$ cat config.mk
export PLATFORM = sky130hd
export DESIGN_NAME = maxil_read_top
export DESIGN_NICKNAME = d
export VERILOG_FILES = /design/src/rtl/maxil_read_top.sv
export SDC_FILE = /design/constraint.sdc
export NUM_CORES = 1
export LEC_CHECK = 0
export ABC_AREA = 1
export CAP_MARGIN = 20
export CORE_MARGIN = 10
export CORE_UTILIZATION = 40
export DETAILED_ROUTE_END_ITERATION = 12
export GPL_ROUTABILITY_DRIVEN = 0
export PLACE_DENSITY_LB_ADDON = 0.2
export SLEW_MARGIN = 10
export SYNTH_ARGS = -nofsm -noshare
export SYNTH_HDL_FRONTEND = slang
export SYNTH_SLANG_ARGS = --single-unit
$ cat constraint.sdc
create_clock -name maxil_read_top_clk -period 2.5 [get_ports maxil_read_top_clk]
set_input_delay 0.5 -clock maxil_read_top_clk [delete_from_list [all_inputs] [get_ports maxil_read_top_clk]]
set_output_delay 0.5 -clock maxil_read_top_clk [all_outputs]
set_load 0.1 [all_outputs]
$ cat src/rtl/maxil_read_top.sv
// AXI4-Lite master read engine: one command in, one AR/R transaction out,
// one response back. A single transaction is outstanding at a time.
// Optional R-phase watchdog with flush of the late beat: MAXIL_READ_TIMEOUT_EN.
module maxil_read_top #(
   parameter int unsigned ADDR_WIDTH     = 32,
   parameter int unsigned DATA_WIDTH     = 32,
   parameter int unsigned TIMEOUT_CYCLES = 256
) (
   input  logic                  maxil_read_top_clk,
   input  logic                  maxil_read_top_rst_n,
   input  logic                  maxil_read_cmd_valid,
   output logic                  maxil_read_cmd_ready,
   input  logic [ADDR_WIDTH-1:0] maxil_read_cmd_addr,
   input  logic [2:0]            maxil_read_cmd_prot,
   output logic                  maxil_read_arvalid,
   input  logic                  maxil_read_arready,
   output logic [ADDR_WIDTH-1:0] maxil_read_araddr,
   output logic [2:0]            maxil_read_arprot,
   input  logic                  maxil_read_rvalid,
   output logic                  maxil_read_rready,
   input  logic [DATA_WIDTH-1:0] maxil_read_rdata,
   input  logic [1:0]            maxil_read_rresp,
   output logic                  maxil_read_rsp_valid,
   input  logic                  maxil_read_rsp_ready,
   output logic [DATA_WIDTH-1:0] maxil_read_rsp_data,
   output logic [1:0]            maxil_read_rsp_resp,
   output logic                  maxil_read_rsp_timeout
);

   // The watchdog needs at least one beat-less cycle before its terminal count.
   if (TIMEOUT_CYCLES < 2) begin : g_timeout_check
      $error("maxil_read_top: TIMEOUT_CYCLES must be at least 2");
   end

   typedef enum logic [1:0] {IDLE, ADDR, DATA, RSP} state_t;

   state_t                  state_q, state_d;
   logic                    arvalid_d;
   logic [ADDR_WIDTH-1:0]   araddr_d;
   logic [2:0]              arprot_d;
   logic                    rready_d;
   logic                    rsp_valid_d;
   logic [DATA_WIDTH-1:0]   rsp_data_d;
   logic [1:0]              rsp_resp_d;

`ifdef MAXIL_READ_TIMEOUT_EN
   localparam int unsigned CNT_W = (TIMEOUT_CYCLES > 2) ? $clog2(TIMEOUT_CYCLES) : 1;
   localparam logic [CNT_W-1:0] CNT_LAST = CNT_W'(TIMEOUT_CYCLES - 1);

   logic [CNT_W-1:0] cnt_q, cnt_d;
   logic             flush_q, flush_d;
   logic             timeout_d;

   // A command may only start once any abandoned R beat has been drained.
   assign maxil_read_cmd_ready = (state_q == IDLE) && !flush_q;
`else
   assign maxil_read_cmd_ready   = (state_q == IDLE);
   assign maxil_read_rsp_timeout = 1'b0;
`endif

   // State and registered AXI / response outputs.
   always_ff @(posedge maxil_read_top_clk or negedge maxil_read_top_rst_n) begin
      if (!maxil_read_top_rst_n) begin
         state_q              <= IDLE;
         maxil_read_arvalid   <= 1'b0;
         maxil_read_araddr    <= '0;
         maxil_read_arprot    <= '0;
         maxil_read_rready    <= 1'b0;
         maxil_read_rsp_valid <= 1'b0;
         maxil_read_rsp_data  <= '0;
         maxil_read_rsp_resp  <= '0;
      end else begin
         state_q              <= state_d;
         maxil_read_arvalid   <= arvalid_d;
         maxil_read_araddr    <= araddr_d;
         maxil_read_arprot    <= arprot_d;
         maxil_read_rready    <= rready_d;
         maxil_read_rsp_valid <= rsp_valid_d;
         maxil_read_rsp_data  <= rsp_data_d;
         maxil_read_rsp_resp  <= rsp_resp_d;
      end
   end

`ifdef MAXIL_READ_TIMEOUT_EN
   // Watchdog counter, flush flag and timeout indication.
   always_ff @(posedge maxil_read_top_clk or negedge maxil_read_top_rst_n) begin
      if (!maxil_read_top_rst_n) begin
         cnt_q                  <= '0;
         flush_q                <= 1'b0;
         maxil_read_rsp_timeout <= 1'b0;
      end else begin
         cnt_q                  <= cnt_d;
         flush_q                <= flush_d;
         maxil_read_rsp_timeout <= timeout_d;
      end
   end
`endif

   // Next-state and next-output logic; every register holds by default.
   always_comb begin
      state_d     = state_q;
      arvalid_d   = maxil_read_arvalid;
      araddr_d    = maxil_read_araddr;
      arprot_d    = maxil_read_arprot;
      rready_d    = maxil_read_rready;
      rsp_valid_d = maxil_read_rsp_valid;
      rsp_data_d  = maxil_read_rsp_data;
      rsp_resp_d  = maxil_read_rsp_resp;
`ifdef MAXIL_READ_TIMEOUT_EN
      cnt_d       = cnt_q;
      flush_d     = flush_q;
      timeout_d   = maxil_read_rsp_timeout;
`endif
      case (state_q)
         IDLE: begin
            if (maxil_read_cmd_valid && maxil_read_cmd_ready) begin
               araddr_d  = maxil_read_cmd_addr;
               arprot_d  = maxil_read_cmd_prot;
               arvalid_d = 1'b1;
               state_d   = ADDR;
            end
         end
         ADDR: begin
            if (maxil_read_arready) begin
               arvalid_d = 1'b0;
               rready_d  = 1'b1;
               state_d   = DATA;
`ifdef MAXIL_READ_TIMEOUT_EN
               cnt_d     = '0;
`endif
            end
         end
         DATA: begin
            if (maxil_read_rvalid) begin
               rsp_data_d  = maxil_read_rdata;
               rsp_resp_d  = maxil_read_rresp;
               rready_d    = 1'b0;
               rsp_valid_d = 1'b1;
               state_d     = RSP;
`ifdef MAXIL_READ_TIMEOUT_EN
               timeout_d   = 1'b0;
`endif
            end
`ifdef MAXIL_READ_TIMEOUT_EN
            else if (cnt_q == CNT_LAST) begin
               rsp_data_d  = '0;
               rsp_resp_d  = 2'b10;
               timeout_d   = 1'b1;
               rready_d    = 1'b0;
               rsp_valid_d = 1'b1;
               flush_d     = 1'b1;
               state_d     = RSP;
            end else begin
               cnt_d = cnt_q + CNT_W'(1);
            end
`endif
         end
         RSP: begin
            if (maxil_read_rsp_ready) begin
               rsp_valid_d = 1'b0;
               state_d     = IDLE;
            end
         end
         default: state_d = IDLE;
      endcase
`ifdef MAXIL_READ_TIMEOUT_EN
      // After a timeout, keep rready up outside the transaction to swallow the late beat.
      if ((state_q == IDLE) || (state_q == RSP)) begin
         if (flush_q && maxil_read_rready && maxil_read_rvalid) begin
            flush_d  = 1'b0;
            rready_d = 1'b0;
         end else begin
            rready_d = flush_q;
         end
      end
`endif
   end

endmodule

==> results.txt, run 1 <==
ant diodes: 0
die area: 11,760 µm²
critical path peak fanout: 6
YS warnings: 0
layout cell share with drive strength beyond 1: 20.20%
number of port buffers: 147
CP required: 2.00 ns
Max Cap Viol: 0
first-pass GRT wire length: 14.99 mm
commonest non-fill, non-tap cell in the layout: nand2_1
Worst-Skew Late Latency: 0.34 ns
post-synth top area cell: dfrtp_1
Setup CP Type: reg -> out
GR Overflow Total: 0
ranking of synthesized cells by area: dfrtp_1 59%, nand2_1 18%, nand3_1 12%, buf_6 2.5%, ha_1 2.4%
part of the cycle the worst path needs: 80.27%
Max Clk Rate: 498.3 MHz
post-synthesis cell area: 3131 µm²
Yosys reg bits: 74
per-cell routed wire length: 15.94 µm
Area Growth Syn to Fin: 47.48%
final setup margin: 0.4934 ns
Netlist cell types: 15
Die W: 108.5 µm
Mean Syn Cell Area: 8.944 µm²
I/O pins: 149
GRT Overall Usage: 16.02%
Max Root-Sink Buffers: 2
Hold Violations, Final: 0
Layout Skew: 0.007053 ns
vias per cell: 4.782
Post-CTS Setup Repair Bufs: 0
cts hold-fix bufs: 0
Post-DP HPWL: 6.922 mm
cts repair resizes: 0
Synth top area share: 59.15%
root buffer cell: clkbuf_8
Vias: 2,855
Pre-antenna DRT Iters: 4
CTS Buf Count: 9
final slew viol count: 0
starting density of the core: 40.72%
Syn Nets: 431
Seq/Total Area, Yosys: 59.15%
final core occ: 60.06%
Slew HR: 37.77%
drc violations: 0
CTS tree: done
Detailed Route WL: 9.519 mm
CTS clk-pin slew, worst paths: 0.08 ns
crit path launch type: register
crit end category: primary output
Clock Sinks: 74
num rows: 32
synthesized instance count: 350
vias in the first global route: 2,831
Post-DRT Antenna Nets: 0
nets: 572
Die Y: 108.5 µm
Slew @ Worst Pin: 0.9335 ns
fillcell total: 697
pre-CTS setup slack: 0.5550 ns
RSZ-0062 raised after global routing: false
Core Area: 7687 µm²
largest net degree at the start of global routing: 75
leading cell types in the layout, fill and taps excluded: 153 x nand2_1, 79 x buf_4, 74 x dfrtp_1, 73 x clkdlybuf4s50_1, 72 x nand3_1
DR iter-0 viols: 118
worst hold slack: 0.2922 ns
antenna violations before repair: 0
H-Tree Depth: 3
final setup violation count: 0
Tmin final: 2.007 ns
worst hold path type: in -> async
outcome: finished clean
Critical Path AT: 1.51 ns
setup TNS: 0 ns
[Yosys cell counts]
library cell and n:
nand3_1 72, buf_6 7, nand2_2 3, inv_1 8, o21ai_0 5, buf_4 4
ha_1 6, a21oi_1 1, inv_2 2, nor2_1 1, dfrtp_1 74, conb_1 1
nand2_1 153, or2_2 1, buf_2 12
[layout make-up]
type / instances / area [µm²] / area share [%]
clock inverter: 5 / 56.30 / 1.220
clock buffer: 10 / 127.6 / 2.764
tap: 102 / 127.6 / 2.764
multi-input combinational: 243 / 1072 / 23.22
timing repair buffer: 153 / 1344 / 29.11
inverter: 10 / 37.54 / 0.8130
sequential: 74 / 1852 / 40.11
[metal layers]
metal	vias up	share of wire, %	global-route usage [%]
li1	1384	-	-
met1	1355	44	21.21
met2	104	45	23.79
met3	12	9.7	5.770
met4	0	1.1	5.367
met5	-	0	0
[per-stage QoR]
step                instance area, µm²  instances
detailed placement                4433        582
global route                      4617        597
global placement                  4433        582
floorplan                         3131        350
CTS                               4617        597
finish                            4617        597
[flip-flops by register name, indices dropped and copies added, names as in the netlist]
signal and flops:
maxil_read_arvalid 1, state_q 2, maxil_read_rsp_data 32, maxil_read_arprot 3, maxil_read_rsp_resp 2, maxil_read_rsp_valid 1, maxil_read_rready 1, maxil_read_araddr 32
[logic make-up after synthesis]
logic type | count (synthesis) | synth area share (%)
AO/OA/AOI/OAI | 6 | 0.9590
AND/OR/NAND/NOR | 230 | 30.78
buffers and inverters | 33 | 6.595
adder cells (fa/ha/maj) | 6 | 2.398
other | 1 | 0.1198
flip-flops | 74 | 59.15
[critical path, cell delays in order (launching register included)]
cell	delay (ns)
dfrtp_1	0.44
inv_1	0.13
ha_1	0.38
buf_12	0.23
[final timing paths]
kind	start	endpoint	slack [ns]	cells past startpoint
worst max-delay path	state_q[0]$_DFFE_PN0P_	maxil_read_cmd_ready	0.49	3
worst min-delay path	maxil_read_top_rst_n	maxil_read_rsp_data[21]$_DFFE_PN0P_	0.29	1
worst max register to register	state_q[0]$_DFFE_PN0P_	maxil_read_araddr[10]$_DFFE_PN0P_	0.67	6
worst min register to register	maxil_read_araddr[7]$_DFFE_PN0P_	maxil_read_araddr[7]$_DFFE_PN0P_	0.48	2
max in group asynchronous	maxil_read_top_rst_n	maxil_read_araddr[23]$_DFFE_PN0P_	1.61	1
min in group maxil_read_top_clk	maxil_read_araddr[7]$_DFFE_PN0P_	maxil_read_araddr[7]$_DFFE_PN0P_	0.48	2
Power of run 1 is not shown: default switching activity piles up to over one toggle a cycle in this logic, so the estimate is an artifact.
==> inputs of run 2 (changes only) <==
==> constraint.sdc (replaced) <==
create_clock -name maxil_read_top_clk -period 2 [get_ports maxil_read_top_clk]
set_input_delay 0.4 -clock maxil_read_top_clk [delete_from_list [all_inputs] [get_ports maxil_read_top_clk]]
set_output_delay 0.4 -clock maxil_read_top_clk [all_outputs]
set_load 0.1 [all_outputs]
==> run 2 against run 1 <==
Net effect:
- die area stayed put
- worst hold slack worse by 0.27 ns
- routed wire length is 4.8% lower
- flip-flop and latch count stayed put
- global-route usage is 0.91 points lower
- via count is 3.3% lower
- cell count is 0.17% higher
- clock-buffer cell count is 2 higher
- largest cell class unchanged
==> results.txt, run 2 (synthesized netlist as in run 1, its figures left out) <==
root buffer cell: clkbuf_8
Clock Sinks: 74 (unchanged)
Max Clk Rate: 544.3 MHz
die area: 11,760 µm² (unchanged)
final setup violation count: 0 (unchanged)
met2 wire len: 4.482 mm (+4.7%)
GR Overflow Total: 0 (unchanged)
Layout Skew: 0.007144 ns (+0.00009106 ns)
part of the cycle the worst path needs: 91.86%
Worst-Skew Late Latency: 0.33 ns (about the same)
drc violations: 0 (unchanged)
Slew @ Worst Pin: 0.6032 ns (-0.3303 ns)
CTS tree: done
setup TNS: 0 ns (unchanged)
crit path launch type: register
critical path peak fanout: 18 (+12)
final slew viol count: 0 (unchanged)
nets: 573 (+0.17%)
Die Y: 108.5 µm (unchanged)
CTS clk-pin slew, worst paths: 0.07 ns (about the same)
ant diodes: 0 (unchanged)
GRT Overall Usage: 15.11% (-0.91 points)
crit end category: primary output
worst hold slack: 0.02031 ns (-0.2719 ns)
RSZ-0062 raised after global routing: false
commonest non-fill, non-tap cell in the layout: nand2_1
CP startpoint: state_q[0]$_DFFE_PN0P_
Max Cap Viol: 0 (unchanged)
Detailed Route WL: 9.064 mm (-4.8%)
largest net degree at the start of global routing: 36 (-52%)
DR iter-0 viols: 153 (+30%)
DR top layer: met4
starting density of the core: 40.72% (unchanged)
antenna violations before repair: 0 (unchanged)
CP max-delay cell: dfrtp_1
Max Root-Sink Buffers: 2 (unchanged)
Post-DRT Antenna Nets: 0 (unchanged)
layout cell share with drive strength beyond 1: 20.36% (+0.16 points)
Slew HR: 59.65% (+22 points)
CTS Buf Count: 9 (unchanged)
Hold Violations, Final: 0 (unchanged)
first-pass GRT wire length: 14.32 mm (-4.5%)
Crit Reg-Reg Startpoint: state_q[0]$_DFFE_PN0P_
I/O pins: 149 (unchanged)
CP cell instances: inv_1 > ha_4 > buf_12
Largest stage delay, worst path: 0.43 ns (about the same)
per-cell routed wire length: 15.16 µm (-4.9%)
Largest regs: maxil_read_araddr x32, maxil_read_rsp_data x32, maxil_read_arprot x3
Post-DP HPWL: 6.837 mm (-1.2%)
Area Growth Syn to Fin: 48.96%
worst hold path type: in -> async
Setup CP Type: reg -> out
vias per cell: 4.615 (-3.5%)
Pre-antenna DRT Iters: 4 (unchanged)
met3 WL post-DR: 700 µm (-24%)
CP required: 1.60 ns (-0.40 ns)
crit path to: maxil_read_cmd_ready
Critical Path AT: 1.44 ns (-0.07 ns)
Vias: 2,760 (-3.3%)
Critical R2R Capture: maxil_read_rsp_data[6]$_DFFE_PN0P_
num rows: 32 (unchanged)
Core Area: 7687 µm² (unchanged)
leading cell types in the layout, fill and taps excluded: 153 x nand2_1, 78 x buf_4, 74 x dfrtp_1, 73 x clkdlybuf4s50_1, 72 x nand3_1
cts hold-fix bufs: 0 (unchanged)
M1 WL: 3.824 mm (-9.0%)
Tmin final: 1.837 ns
outcome: finished clean
H-Tree Depth: 3 (unchanged)
r2r setup slk: 0.42 ns (-0.25 ns)
number of port buffers: 147 (unchanged)
Worst R2R Path Depth: 5 (-1)
Die W: 108.5 µm (unchanged)
vias in the first global route: 2,753 (-2.8%)
==> run 2: changes by cell type in the layout (fill, tap and decap cells not counted) <==
cell	change
ha_1	-1
clkinv_4	-1
clkbuf_1	+1
buf_4	-1
clkbuf_8	+1
ha_4	+1
clkinvlp_4	-1
buf_12	+2
==> run 2: critical path, delay by kind of cell (launching register included) <==
kind | cells | cell delay [ns]
adder cells (fa/ha/maj) | 1 | 0.30
buffers and inverters | 2 | 0.37
flip-flops | 1 | 0.43
==> run 2: area by class of cell <==
class,count,area [µm²]
repair buffers,154,1376
fillers,707,3024
clock inverters,3,40.04
clock buffers,12,145.1
well taps,102,127.6
inverters,10,37.54
flip-flops and latches,74,1852
multi-input cells,243,1085
==> run 2: routing by layer <==
layer | vias up | global-route usage [%]
met1 | 1282 | 19.30
met3 | 6 | 4.819
met2 | 84 | 24.09
li1 | 1388 | -
met4 | 0 | 4.237
met5 | - | 0
==> run 2: through the flow <==
stage | std cells | cell area, µm² | util (%) | setup slack (ns)
floorplan | 350 | 3133 | - | 0.2870
global placement | 583 | 4468 | 58.12 | 0.2951
detailed placement | 583 | 4468 | 58.12 | 0.2486
CTS | 598 | 4663 | 60.66 | 0.1351
global route | 598 | 4663 | 60.66 | 0.09079
finish | 598 | 4663 | 60.66 | 0.1628
==> run 2: how the worst min path moves through the flow <==
stage | start | endpoint | slack, ns | depth (start not counted)
final | maxil_read_top_rst_n | maxil_read_rsp_data[21]$_DFFE_PN0P_ | 0.02 | 1
after global routing | maxil_read_top_rst_n | maxil_read_rsp_data[30]$_DFFE_PN0P_ | 0.04 | 1
after CTS | maxil_read_top_rst_n | maxil_read_rsp_data[30]$_DFFE_PN0P_ | 0.02 | 1
after detailed placement | maxil_read_top_rst_n | maxil_read_rsp_data[30]$_DFFE_PN0P_ | 0.39 | 1
after global placement | maxil_read_top_rst_n | maxil_read_rsp_data[21]$_DFFE_PN0P_ | 0.39 | 1
after floorplan | maxil_read_top_rst_n | maxil_read_araddr[0]$_DFFE_PN0P_ | 0.10 | 0
==> run 2: what timing repair did <==
item                       in CTS  in global routing
setup buffers                   0                  0
gates resized for setup         1                  0
setup endpoints to repair       1                  0
Power of run 2 is left out for the same reason.
